**src/rtl/inputcond_pkg.sv**
```systemverilog
// rtl/inputcond_pkg.sv - shared constants, level type and parameter check for the input conditioner
package inputcond_pkg;

    localparam int DEFAULT_CHANNELS      = 4;
    localparam int DEFAULT_SYNC_STAGES   = 2;
    localparam int DEFAULT_COUNTER_WIDTH = 3;
    localparam int DEFAULT_WAIT_TIME     = 3;
    localparam int EVENT_COUNT_WIDTH     = 8;

    typedef enum logic {
        LVL_LOW  = 1'b0,
        LVL_HIGH = 1'b1
    } level_e;

    function automatic bit wait_time_valid(input int wait_time, input int counter_width);
        return (wait_time >= 1) && (wait_time < (1 << counter_width));
    endfunction

endpackage

```
**src/rtl/inputcond_channel.sv**
```systemverilog
// rtl/inputcond_channel.sv - one channel: synchroniser, debounce FSM, edge flags
// Optional event counter under INPUTCOND_EVENT_COUNT_EN.
module inputcond_channel
    import inputcond_pkg::*;
#(
    parameter int SYNC_STAGES   = DEFAULT_SYNC_STAGES,
    parameter int COUNTER_WIDTH = DEFAULT_COUNTER_WIDTH,
    parameter int WAIT_TIME     = DEFAULT_WAIT_TIME
) (
    input  logic i_clk,
    input  logic i_rst,
    input  logic i_noisy,
    output logic o_cond,
    output logic o_pos,
    output logic o_neg
`ifdef INPUTCOND_EVENT_COUNT_EN
    ,
    input  logic                         i_count_clear,
    output logic [EVENT_COUNT_WIDTH-1:0] o_event_count
`endif
);

    localparam logic [COUNTER_WIDTH-1:0] WAIT_CNT = COUNTER_WIDTH'(WAIT_TIME);

    logic [SYNC_STAGES-1:0]   r_sync;
    level_e                   r_state;
    level_e                   w_state_next;
    logic [COUNTER_WIDTH-1:0] r_count;
    logic [COUNTER_WIDTH-1:0] w_count_next;
    logic                     r_pos;
    logic                     r_neg;
    logic                     w_pos_next;
    logic                     w_neg_next;
    logic                     w_synced;
    logic                     w_level;

    assign w_synced = r_sync[SYNC_STAGES-1];
    assign w_level  = (r_state == LVL_HIGH);

    always_ff @(posedge i_clk or posedge i_rst) begin
        if (i_rst) begin
            r_sync <= '0;
        end else begin
            r_sync <= {r_sync[SYNC_STAGES-2:0], i_noisy};
        end
    end

    // The counter only runs while synced disagrees with the accepted level.
    always_comb begin
        w_state_next = r_state;
        w_count_next = r_count;
        w_pos_next   = 1'b0;
        w_neg_next   = 1'b0;
        if (w_synced == w_level) begin
            w_count_next = '0;
        end else if (r_count == WAIT_CNT) begin
            w_state_next = w_synced ? LVL_HIGH : LVL_LOW;
            w_count_next = '0;
            w_pos_next   = w_synced;
            w_neg_next   = !w_synced;
        end else begin
            w_count_next = r_count + COUNTER_WIDTH'(1);
        end
    end

    always_ff @(posedge i_clk or posedge i_rst) begin
        if (i_rst) begin
            r_state <= LVL_LOW;
            r_count <= '0;
            r_pos   <= 1'b0;
            r_neg   <= 1'b0;
        end else begin
            r_state <= w_state_next;
            r_count <= w_count_next;
            r_pos   <= w_pos_next;
            r_neg   <= w_neg_next;
        end
    end

    assign o_cond = w_level;
    assign o_pos  = r_pos;
    assign o_neg  = r_neg;

`ifdef INPUTCOND_EVENT_COUNT_EN
    logic [EVENT_COUNT_WIDTH-1:0] r_events;

    // Counts the visible positiveedge pulse; a clear in that same cycle wins.
    always_ff @(posedge i_clk or posedge i_rst) begin
        if (i_rst) begin
            r_events <= '0;
        end else if (i_count_clear) begin
            r_events <= '0;
        end else if (r_pos && (r_events != '1)) begin
            r_events <= r_events + EVENT_COUNT_WIDTH'(1);
        end
    end

    assign o_event_count = r_events;
`endif

endmodule

```
**src/rtl/inputconditioner_multi.sv**
```systemverilog
// rtl/inputconditioner_multi.sv - multi-channel synchronise/debounce/edge-detect top
// Optional per-channel event counters under INPUTCOND_EVENT_COUNT_EN.
module inputconditioner_multi
    import inputcond_pkg::*;
#(
    parameter int CHANNELS      = DEFAULT_CHANNELS,
    parameter int SYNC_STAGES   = DEFAULT_SYNC_STAGES,
    parameter int COUNTER_WIDTH = DEFAULT_COUNTER_WIDTH,
    parameter int WAIT_TIME     = DEFAULT_WAIT_TIME
) (
    input  logic                clk,
    input  logic                reset,
    input  logic [CHANNELS-1:0] noisysignal,
    output logic [CHANNELS-1:0] conditioned,
    output logic [CHANNELS-1:0] positiveedge,
    output logic [CHANNELS-1:0] negativeedge
`ifdef INPUTCOND_EVENT_COUNT_EN
    ,
    input  logic                                  count_clear,
    output logic [EVENT_COUNT_WIDTH*CHANNELS-1:0] event_count
`endif
);

    generate
        if (!wait_time_valid(WAIT_TIME, COUNTER_WIDTH)) begin : g_bad_wait
            $error("WAIT_TIME must satisfy 1 <= WAIT_TIME < 2**COUNTER_WIDTH");
        end
        if (SYNC_STAGES < 2) begin : g_bad_sync
            $error("SYNC_STAGES must be at least 2");
        end
        if (CHANNELS < 1) begin : g_bad_channels
            $error("CHANNELS must be at least 1");
        end
    endgenerate

    for (genvar g = 0; g < CHANNELS; g++) begin : g_ch
        inputcond_channel #(
            .SYNC_STAGES  (SYNC_STAGES),
            .COUNTER_WIDTH(COUNTER_WIDTH),
            .WAIT_TIME    (WAIT_TIME)
        ) u_channel (
            .i_clk        (clk),
            .i_rst        (reset),
            .i_noisy      (noisysignal[g]),
            .o_cond       (conditioned[g]),
            .o_pos        (positiveedge[g]),
            .o_neg        (negativeedge[g])
`ifdef INPUTCOND_EVENT_COUNT_EN
            ,
            .i_count_clear(count_clear),
            .o_event_count(event_count[EVENT_COUNT_WIDTH*g +: EVENT_COUNT_WIDTH])
`endif
        );
    end

endmodule

```
**config.mk**
```make
export PLATFORM = sky130hd
export DESIGN_NAME = inputconditioner_multi
export DESIGN_NICKNAME = d
export VERILOG_FILES = /design/src/rtl/inputcond_pkg.sv /design/src/rtl/inputcond_channel.sv /design/src/rtl/inputconditioner_multi.sv
export SDC_FILE = /design/constraint.sdc
export NUM_CORES = 1
export LEC_CHECK = 0
export ABC_AREA = 1
export BUFFER_PORTS_ARGS = -buffer_cell sky130_fd_sc_hd__clkbuf_2
export CAP_MARGIN = 25
export CORE_AREA = 2 2 43 64
export DETAILED_ROUTE_END_ITERATION = 7
export DIE_AREA = 0 0 45 66
export GPL_ROUTABILITY_DRIVEN = 0
export PLACE_DENSITY = 0.73
export SYNTH_ARGS = -nofsm -noshare
export SYNTH_HDL_FRONTEND = slang
export SYNTH_SLANG_ARGS = --single-unit
```
**constraint.sdc**
```tcl
create_clock -name clk -period 1.4 [get_ports clk]
set_clock_uncertainty 0.1 [all_clocks]
set_input_delay 0.35 -clock clk [delete_from_list [all_inputs] [get_ports clk]]
set_output_delay 0.35 -clock clk [all_outputs]
set_load 0.05 [all_outputs]
```
After elaboration in Yosys (flattened, before gate mapping)
Cells that the tools add are included.
Word-level totals
  bits in latches: 0
  register bits: 32
  word-level logic and storage cells: 72
  memory bits (read-only): 0
  RAM bits: 0
  input port bits: 6
  memories kept: 0
Cells by class
  multiplexer cells: 28
  add/subtract/negate cells: 4
  shifts and indexed selects: 0
  multipliers: 0
  div/mod/pow operators: 0
  magnitude comparators: 0
  equality and inequality tests: 8
  reductions and logical operators: 8
  bitwise logic cells: 4
Operators by type and width (count)
  $mux 3: 8
  $mux 1: 20
  $add 3x1->3 const B: 4
  $eq 3x2->1 const B: 4
  $reduce_and 2->1: 4
  $eq 1x1->1: 4
  $logic_not 1->1: 4
  $not 1->1: 4

Depth between registers and ports, before layout
  depth after elaboration: 3
  mapped depth: 5
  depth with buffers taken out: 5

Hierarchy
Synthesis repeated with hierarchy kept, for this count alone.
Second synthesis, totals
  cells, all modules: 120
  area total of the unflattened synthesis: 1186.1 µm²
Modules (own cells, without submodules)
  inputcond_channel: times used 4, area each 296.5 µm², cells each 30

Least setup slack after synthesis
No wires, ideal clock.
  path kind: register to register
  start point: register g_ch[0].u_channel.r_count[0]
  end point: register g_ch[0].u_channel.r_count[2]
  cell stages (with the launch flop): 4
  buffers on the path: 0
  required time: 1.228 ns
  path slack: 0.368 ns
  library setup time: 0.072 ns
  arrival time: 0.860 ns
  cell sequence: dfrtp_1 > ha_1 > or2_0 > nor2_1
On the way
  cells in the longest elaborated chain, start to end: 3
  elaborated cells between the ends (all ways): 4
RTL lines
  from (decl): RTL line inputcond_channel.sv:28  | logic [COUNTER_WIDTH-1:0] r_count;
  from (signal assigned): RTL line inputcond_channel.sv:74  | r_count <= w_count_next;
  $add 3x1->3 or $eq 3x2->1 (tied branches): RTL line inputcond_channel.sv:62, inputcond_channel.sv:56
  $mux 3 (*): RTL line inputcond_channel.sv:56  | end else if (r_count == WAIT_CNT) begin
  $mux 3 (*): RTL line inputcond_channel.sv:54  | if (w_synced == w_level) begin
  net g_ch[0].u_channel.w_count_next[2]: RTL line inputcond_channel.sv:29  | logic [COUNTER_WIDTH-1:0] w_count_next;
Mark *: on every way through the listed nets, which the timed path passes. The rest lies on a longest branch.
A chain may end at the register's enable or synchronous reset.

Final worst setup path
  start point: register g_ch[3].u_channel.r_state
  end point: output port conditioned[3]
RTL lines
  from (decl): RTL line inputcond_channel.sv:26  | level_e r_state;
  from (signal assigned): RTL line inputcond_channel.sv:73  | r_state <= w_state_next;
  to (decl): RTL line inputconditioner_multi.sv:14  | output logic [CHANNELS-1:0] conditioned,
No word-level cell between the ends.

==> key figures <==
Global route
  • GR Overflow Total: 0
  • Number of global-route vias before repair: around 740
  • Wire length of the first global-routing pass: around 3000 um
  • Pin count of the biggest net entering global routing: 33
  • Overall routing resource usage: 0.1435
  • Initial antenna violation count: 0

Logic synthesis
  • Cells after Synth: 119
  • Synth top area cells: sky130_fd_sc_hd__dfrtp_1 64%, sky130_fd_sc_hd__buf_4 7.3%, sky130_fd_sc_hd__inv_1 6.0%
  • Most common library cells after synthesis: 32 x sky130_fd_sc_hd__dfrtp_1, 20 x sky130_fd_sc_hd__inv_1, 19 x sky130_fd_sc_hd__nand2_1, 18 x sky130_fd_sc_hd__nor2_1, 12 x sky130_fd_sc_hd__buf_4
  • Yosys cell types: 11
  • Number of enable-type register cells in the synthesized netlist: 0
  • #FFs+latches synth: 32
  • Cell type with the largest total area after synthesis: sky130_fd_sc_hd__dfrtp_1
  • Post-Synthesis Net Count: between 100 and 150
  • Share of flip-flops with an asynchronous set or reset after synthesis: 1.000
  • Most frequent cell after synthesis: sky130_fd_sc_hd__dfrtp_1
  • Area share of the largest cell type after synthesis: 0.6445
  • Post-Synthesis Mean Instance Area: ~10 um^2
  • Netlist area before placement: 1242 um^2
  • Yosys Warn Count: 0
  • Part of the Yosys area used for sequential elements: 0.6445
  • Leading register cell type out of synthesis: sky130_fd_sc_hd__dfrtp_1

Pwr
  • Power Dens Cells: around 1800 nW/um^2
  • Highest ir drop seen on vdd: approximately 0.97 mV
  • Static leakage: between 0.7 and 0.8 nW
  • Power spent charging and discharging nets: 0.9471 mW
  • Switching power as a share of total power: 0.3499
  • Part of the power in registers: 0.436
  • Relative contribution of combinational cells to total power: 0.373
  • Clock network fraction of total power: 0.192
  • Post-route total power: 2.707 mW
  • Internal power consumption: roughly 1.8 mW

Hold path
  • Hold Path Stages: 0
  • Class of the worst hold path: register to register

Worst setup path
  • Peak fanout along the critical path: 2
  • Cell-by-cell listing of the critical path: clkbuf_8
  • Slowest cell on crit path: sky130_fd_sc_hd__dfrtp_1
  • CP Depth: 1
  • Setup crit end kind: primary output
  • Type of the worst setup path: register to primary output
  • Worst path top cell family by delay: flip-flops
  • Nature of the critical path startpoint: register
  • Critical path buffers and inverters: 1
  • Data required time at the worst endpoint: ~950 ps
  • Crit path largest cell delay: a little under 400 ps
  • Worst endpoint data arrival time: a little under 900 ps
  • Depth of the most critical reg-to-reg path: 4

Clocking
  • Clock Path Buffers: 2
  • Number of buffers inserted during clock tree synthesis: 5
  • Clock tree from TritonCTS: yes
  • Number of levels the H-tree was split into: 2
  • Reg clk slew, reported paths: 90 ps
  • Clock tree root buffer cell: sky130_fd_sc_hd__clkbuf_4
  • Clock Sink Count: 32
  • Clock insertion delay at the later pin of the skew report: 320 ps

Finish
  • Area of combinational cells with multiple inputs: 276.5 um^2
  • Fraction of layout instances using a drive strength above 1: 0.2028
  • Final core utilization: 0.6090
  • Layout fillers: approximately 210
  • Area added between synthesis and finish: 18.73%
  • Layout Nets: 152
  • Register area: 800.8 um^2
  • Antenna diode count: 0

Detailed routing
  • Via/cell ratio: about 4.6
  • Wl on met1: between 600 and 700 um
  • Max Used Layer: met4
  • Initial DRT Pass Iterations: 4
  • Via count of the routed design: a little under 800
  • Routed len/inst: 9.743 um
  • Number of DRC violations after detailed routing: 0
  • DRT Wirelength: 1627 um
  • Met2 wire length: around 840 um
  • Met3 layer wire length in the routed design: between 80 and 90 um
  • Initial DRC count: 9
  • Antenna Nets Post-Route: 0

STA
  • Time the final worst path needs with I/O delays and setup: 1339 ps
  • Worst slew pin tran: approximately 380 ps
  • Final count of negative-setup-slack endpoints: 0
  • Final Hold Slack: 256.3 ps
  • Post-route setup TNS: 0 ps
  • Max Transition Viols Final: 0
  • Final worst-path cycle share: 0.9562
  • Post-route worst setup slack: 61.37 ps
  • Peak clock frequency supported by timing: 0.7470 GHz
  • Hold Vio Cnt, Final: 0
  • Slew HR: 0.7485

Place
  • Port buffer count: 17
  • Setup WS pre-CTS: between 200 and 300 ps
  • Detail Placement HPWL: 1089 um

Floorplanning
  • Initial core utilization: 0.5129
  • Width of the chip: approximately 45 um
  • IO Count: 18
  • Die outline area: 2970 um^2
  • Placeable core region: about 2400 um^2
  • Placement row count: 22
  • Die Ht: ~66 um

Flow run
  • Max Cap Violations: 0

Outcome
  • Outcome: complete, no violations
==> routing by layer <==
layer  vias up  GRT usage
met3         6    0.07377
li1        387          -
met4         0    0.08824
met5         -          0
met1       362     0.1588
met2        20     0.2125
==> cell type report <==
cell class,count,area share
sequential,32,0.5428
multi-input combinational,55,0.1874
timing repair buffer,28,0.1586
inverter,20,0.05089
clock buffer,8,0.03986
tap,24,0.02036
==> worst paths after layout <==
kind,to,from,slack (ps)
min in group asynchronous,g_ch[0].u_channel.o_cond,reset,530
worst min-delay path,g_ch[3].u_channel.r_sync[1],g_ch[3].u_channel.r_sync[0],260
worst min register to register,g_ch[3].u_channel.r_sync[1],g_ch[3].u_channel.r_sync[0],260
worst max register to register,g_ch[3].u_channel.r_count[1],g_ch[3].u_channel.o_cond,190
worst max-delay path,conditioned[3],g_ch[3].u_channel.o_cond,60
max in group asynchronous,g_ch[3].u_channel.r_sync[0],reset,390
==> cells by family (layout without fill, tap and decap cells) <==
logic type | Yosys count | count (layout) | synth area share
xor gates and xnor gates | 4 | 4 | 0.02819
AOI/OAI and AO/OA | 2 | 2 | 0.008057
buffers and inverters | 32 | 56 | 0.1329
and+or+nand+nor | 45 | 45 | 0.1460
adders and majority gates | 4 | 4 | 0.04028
DFF | 32 | 32 | 0.6445
==> power by group through the flow <==
stage / Sequential (mW) / Clock (mW) / Combinational [mW]
floorplan: 1.20 / 0 / 0.731
CTS: 1.18 / 0.554 / 0.979
detailed placement: 1.22 / 0 / 0.775
global route: 1.20 / 0.619 / 1.14
global placement: 1.20 / 0 / 0.756
finish: 1.18 / 0.519 / 1.01
==> timing repair <==
action,CTS,global route
hold buffers,1,4
resized for setup,10,16
hold endpoints to repair,32,4
buffers inserted,4,1
setup endpoints to repair,6,10
gates cloned,0,0
==> layout by cell type (no fill, tap or decap), types with 4 or more instances in the layout <==
master and n:
sky130_fd_sc_hd__buf_4 10, sky130_fd_sc_hd__clkbuf_2 5, sky130_fd_sc_hd__clkbuf_4 8, sky130_fd_sc_hd__clkbuf_8 4
sky130_fd_sc_hd__dfrtp_1 32, sky130_fd_sc_hd__dlygate4sd3_1 5, sky130_fd_sc_hd__ha_1 4, sky130_fd_sc_hd__inv_1 20
sky130_fd_sc_hd__nand2_1 19, sky130_fd_sc_hd__nor2_1 18, sky130_fd_sc_hd__nor3_1 4, sky130_fd_sc_hd__xnor2_1 4
==> flip-flops by register name (all words and copies together) (netlist names) <==
signal and cells:
g_ch.u_channel.o_pos 4, g_ch.u_channel.o_cond 4, g_ch.u_channel.o_neg 4, g_ch.u_channel.r_count 12, g_ch.u_channel.r_sync 8
==> metrics by stage <==
step / std cells / area (um^2)
after CTS: 162 / 1414
after detailed placement: 149 / 1275
after global routing: 167 / 1475
final: 167 / 1475
after floorplan: 119 / 1242
after global placement: 149 / 1275
Note: power is estimated with default switching activity, not from simulation.
